`config.mk`:
```
export PLATFORM = sky130hd
export DESIGN_NAME = stream_demux
export DESIGN_NICKNAME = d
export VERILOG_FILES = /design/src/rtl/stream_demux.sv
export SDC_FILE = /design/constraint.sdc
export NUM_CORES = 1
export LEC_CHECK = 0
export BUFFER_PORTS_ARGS = -buffer_cell sky130_fd_sc_hd__buf_2
export CAP_MARGIN = 40
export CELL_PAD_IN_SITES_DETAIL_PLACEMENT = 1
export CELL_PAD_IN_SITES_GLOBAL_PLACEMENT = 2
export CORE_MARGIN = 2
export CORE_UTILIZATION = 24
export CTS_CLUSTER_SIZE = 28
export DETAILED_ROUTE_END_ITERATION = 8
export HOLD_SLACK_MARGIN = 0.02
export PLACE_DENSITY = 0.79
export SKIP_CTS_REPAIR_TIMING = 1
export SYNTH_ARGS = -nofsm -noshare
export SYNTH_HDL_FRONTEND = slang
export SYNTH_SLANG_ARGS = --single-unit
```
`constraint.sdc`:
```
create_clock -name clk -period 1.8 [get_ports clk]
set_clock_uncertainty 0.2 [all_clocks]
set_input_delay 0.27 -clock clk [delete_from_list [all_inputs] [get_ports clk]]
set_output_delay 0.27 -clock clk [all_outputs]
set_load 0.01 [all_outputs]
```
`src/rtl/stream_demux.sv`:
```
// One-to-NUM_CH stream demultiplexer with a single-entry output holding register.
// Routing is by in_sel (addressed mode) or by an internal round-robin pointer.
module stream_demux #(
    parameter int SEL_W  = 3,
    parameter int NUM_CH = 8,
    parameter int DATA_W = 8
) (
    input  logic              clk,
    input  logic              rst_n,
    input  logic              mode,
    input  logic              in_valid,
    input  logic [SEL_W-1:0]  in_sel,
    input  logic [DATA_W-1:0] in_data,
    output logic              in_ready,
    output logic [NUM_CH-1:0] out_valid,
    output logic [DATA_W-1:0] out_data,
    input  logic [NUM_CH-1:0] out_ready,
    output logic              err
);

    localparam logic [SEL_W:0]   NUM_CH_W = (SEL_W+1)'(NUM_CH);
    localparam logic [SEL_W-1:0] LAST_CH  = SEL_W'(NUM_CH-1);
    localparam logic [NUM_CH-1:0] ONE_HOT0 = {{(NUM_CH-1){1'b0}}, 1'b1};

    logic              r_full;
    logic [SEL_W-1:0]  r_chan;
    logic [DATA_W-1:0] r_data;
    logic [SEL_W-1:0]  r_rr_ptr;
    logic              r_err;

    logic              w_drain;
    logic              w_accept;
    logic [SEL_W-1:0]  w_dest;
    logic              w_legal;

    // out_valid is already gated by r_full, so masking ready with it selects out_ready[chan]
    assign out_valid = r_full ? (ONE_HOT0 << r_chan) : '0;
    assign w_drain   = |(out_valid & out_ready);
    assign in_ready  = rst_n & (~r_full | w_drain);
    assign w_accept  = in_valid & in_ready;
    assign w_dest    = mode ? r_rr_ptr : in_sel;
    assign w_legal   = ({1'b0, w_dest} < NUM_CH_W);
    assign out_data  = r_data;
    assign err       = r_err;

    always_ff @(posedge clk or negedge rst_n) begin
        if (!rst_n) begin
            r_full   <= 1'b0;
            r_chan   <= '0;
            r_data   <= '0;
            r_rr_ptr <= '0;
            r_err    <= 1'b0;
        end else begin
            r_err <= w_accept & ~w_legal;
            if (w_accept && w_legal) begin
                r_full <= 1'b1;
                r_chan <= w_dest;
                r_data <= in_data;
            end else if (w_drain) begin
                r_full <= 1'b0;
            end
            // pointer only moves in round-robin mode, where every destination is legal
            if (w_accept && mode) begin
                r_rr_ptr <= (r_rr_ptr == LAST_CH) ? '0 : r_rr_ptr + 1'b1;
            end
        end
    end

endmodule
```
==> summary.md <==
| Metric | Value |
|---|---|
| Run status | `finished, violations left` |
| Failing checks | `setup timing` |
| Max_slew headroom | `55.59%` |
| Crit path largest cell delay | `around 540 ps` |
| Via count | `745` |
| Die height | `around 64 um` |
| Leakage power | `approximately 0.69 nW` |
| Met3 Use GR | `3.214%` |
| Layer with the highest usage | `met2` |
| Nets | `153` |
| Max Root-Sink Buffers | `2` |
| Final antenna-violating net count | `0` |
| Global-route congestion overflow total | `0` |
| Antenna fix cells | `0` |
| Num CTS Buffers | `3` |
| Overall Global Routing Usage | `~11%` |
| Ys flop type | `dfrtp_1` |
| Crit path cell chain | `mux4_2, nand3_4, nand2_2, and2_4, buf_6` |
| Clk pin slew, worst setup/hold paths | `around 100 ps` |
| Clk Latency, worst-skew pair | `290 ps` |
| Tcrit/Tclk final | `118.7%` |
| Layout cells sized above 1 | `65.35%` |
| Synth area leaders | `dfrtp_1 (44%), mux2_4 (16%), mux2_2 (7.9%)` |
| Adder-cell share of the synthesized area | `2.933%` |
| Seq/Total Area, Yosys | `43.99%` |
| Worst EP required | `about 1300 ps` |
| WP buf/inv | `1` |
| R2r endpoint | `r_rr_ptr[0]` |
| Netlist cell types | `22` |
| Global-route wire length before repair | `3360 um` |
| Initial Util | `25.37%` |
| FF+latch area | `377.9 um^2` |
| Main combinational cell family by area after synthesis | `multiplexers` |
| CTS tree | `yes` |
| Yosys reg bits | `15` |
| Synth Area per Inst | `12.19 um^2` |
| Sum Neg Setup Slack | `-3266 ps` |
| Final Slew Violations | `0` |
| DR pass1 iterations | `3` |
| Largest net degree at the start of global routing | `17` |
| Rows | `21` |
| Leading cell types in the layout, fill and taps excluded | `buf_2 (38), dfrtp_1 (13), mux2_4 (11), dlygate4sd3_1 (9), nand2_1 (6)` |
| Critical path's slowest cell | `mux4_2` |
| Placement Setup Slack | `-220.2 ps` |
| Post-DR wirelength/cell | `13.23 um` |
| Critical path startpoint category | `flip-flop` |
| Detailed Place HPWL | `1668 um` |
| Number of global-route vias before repair | `736` |
| Met1 GRT Util | `13.44%` |
| Final min period | `2137 ps` |
| WP depth | `5` |
| CP max FO | `4` |
| Final number of setup-violating endpoints | `18` |
| Commonest non-fill, non-tap cell in the layout | `buf_2` |
| Async set-reset flop share out of synthesis | `100.0%` |
| Top-area cell type share of the netlist area | `between 40% and 50%` |
| Worst setup path start | `r_chan[0]` |
| Post-route setup slack | `-337.0 ps` |
| Cells after Synth | `70` |
| Routed WL | `2288 um` |
| PortBufs | `39` |
| CTS root buffer | `clkbuf_4` |
| VDD IR max | `0.0005843 V` |
| Layout Area Growth over Synthesis | `58.06%` |
| FMAX | `0.4679 GHz` |
| Critical path capture point type | `primary output` |
| Post-synthesis simple-gate area fraction | `12.17%` |
| Grt met2 use | `16.97%` |
| Synth Net Count | `95` |
| CTS Sinks | `15` |
| Mux cell area share after synthesis | `roughly 30%` |
| Die footprint | `0.004048 mm^2` |
| Routability cong. | `0.7887` |
| EDFF count, synth | `0` |
| Multi-input gate area | `491.7 um^2` |
| Delay-heaviest family, CP | `multiplexers` |
| Htree depth | `1` |
| Max Cap Viol | `0` |
| Worst Setup EP | `in_ready` |
| Kind of critical path | `reg -> out` |
| R2r startpoint | `r_chan[2]` |
| XOR/XNOR Fraction of Synth Area | `0%` |
| Fillers | `approximately 400` |
| Critical path arrival | `1670 ps` |
| Hold Crit Class | `in -> reg` |
| Synth warn | `0` |
| R2R Setup Slk | `-260 ps` |
| Io pins | `between 40 and 50` |
| Number of DRC markers in iteration 0 | `8` |
| Fin. Hold Viols | `0` |
| Core area | `0.003363 mm^2` |
| Post-Syn Area | `853.3 um^2` |
| DRC violations left | `0` |
| Synth Area in Compound Gates | `5.279%` |
| Worst-margin pin slew | `between 600 and 700 ps` |
| Initial antenna violation count | `0` |
| Power Dens Cells | `1493 mW/mm^2` |
| Vias per cell | `4.306` |
| DIE WIDTH | `around 64 um` |
| R2R depth | `6` |
| Post-synth top area cell | `dfrtp_1` |
| RSZ-0062 raised after global routing | `yes` |
==> worst reg2reg max path, cell delays in order, from the launching register on <==
cell	delay, ps
dfrtp_2	460
buf_6	140
mux4_2	240
nand3_4	80
buf_4	140
a211oi_2	320
mux2_2	380
==> worst min-delay path by stage <==
stage | startpoint | end | cells past startpoint
floorplan | rst_n | out_data[0] | 0
global placement | rst_n | out_data[5] | 2
detailed placement | rst_n | out_data[5] | 2
CTS | rst_n | out_data[7] | 2
global route | in_sel[2] | r_chan[2] | 3
finish | in_valid | r_full | 3
==> power breakdown <==
part           total [mW]  switching (mW)  internal (mW)
logic                1.16           0.482          0.678
clock network       0.201           0.118         0.0828
registers           0.652           0.144          0.509
total                2.01           0.744           1.27
==> Yosys cell counts (all sizes together) (2+ instances only) <==
library cell / n
dfrtp: 15
mux2: 15
nand2: 7
nor2: 7
buf: 4
mux2i: 3
nand2b: 3
ha: 2
inv: 2
nor3: 2
==> cell families after synthesis <==
group           after synthesis
simple gates                 22
mux                          19
flops                        15
buf+inv                       6
compound gates                5
fa+ha+maj                     2
other cells                   1
==> layer usage <==
metal	up-vias	share of wire [%]	routed length [um]
met4	0	1.7	40
li1	350	-	-
met2	36	49	1119
met1	354	43	980
met3	5	6.4	147
met5	-	0	0
==> stage by stage <==
stage          utilization [%]  power, mW  std cells  hold slack [ps]  cell area (um^2)
2_1_floorplan                -      1.277         70           -225.6             860.8
3_3_place_gp             33.59      1.552        157            35.42              1130
3_5_place_dp             33.59      1.590        157            39.73              1130
4_1_cts                  34.41      1.797        161           -286.1              1157
5_1_grt                  40.10      2.162        173            117.6              1349
6_report                 40.10      2.013        173            100.3              1349
==> flip-flops by register name, indices dropped and copies added, names as in the netlist <==
| register | cells |
|---|---|
| out_data | 8 |
| r_rr_ptr | 3 |
| r_chan | 3 |
| r_full | 1 |
==> cell type report <==
| type | count | share of cell area (%) |
|---|---|---|
| clock inverters | 1 | 0.3711 |
| repair buffers | 57 | 28.66 |
| inverters | 2 | 0.5566 |
| well taps | 46 | 4.267 |
| multi-input cells | 49 | 36.46 |
| clock buffers | 3 | 1.670 |
| flip-flops and latches | 15 | 28.01 |
(Power assumes the default switching activity.)
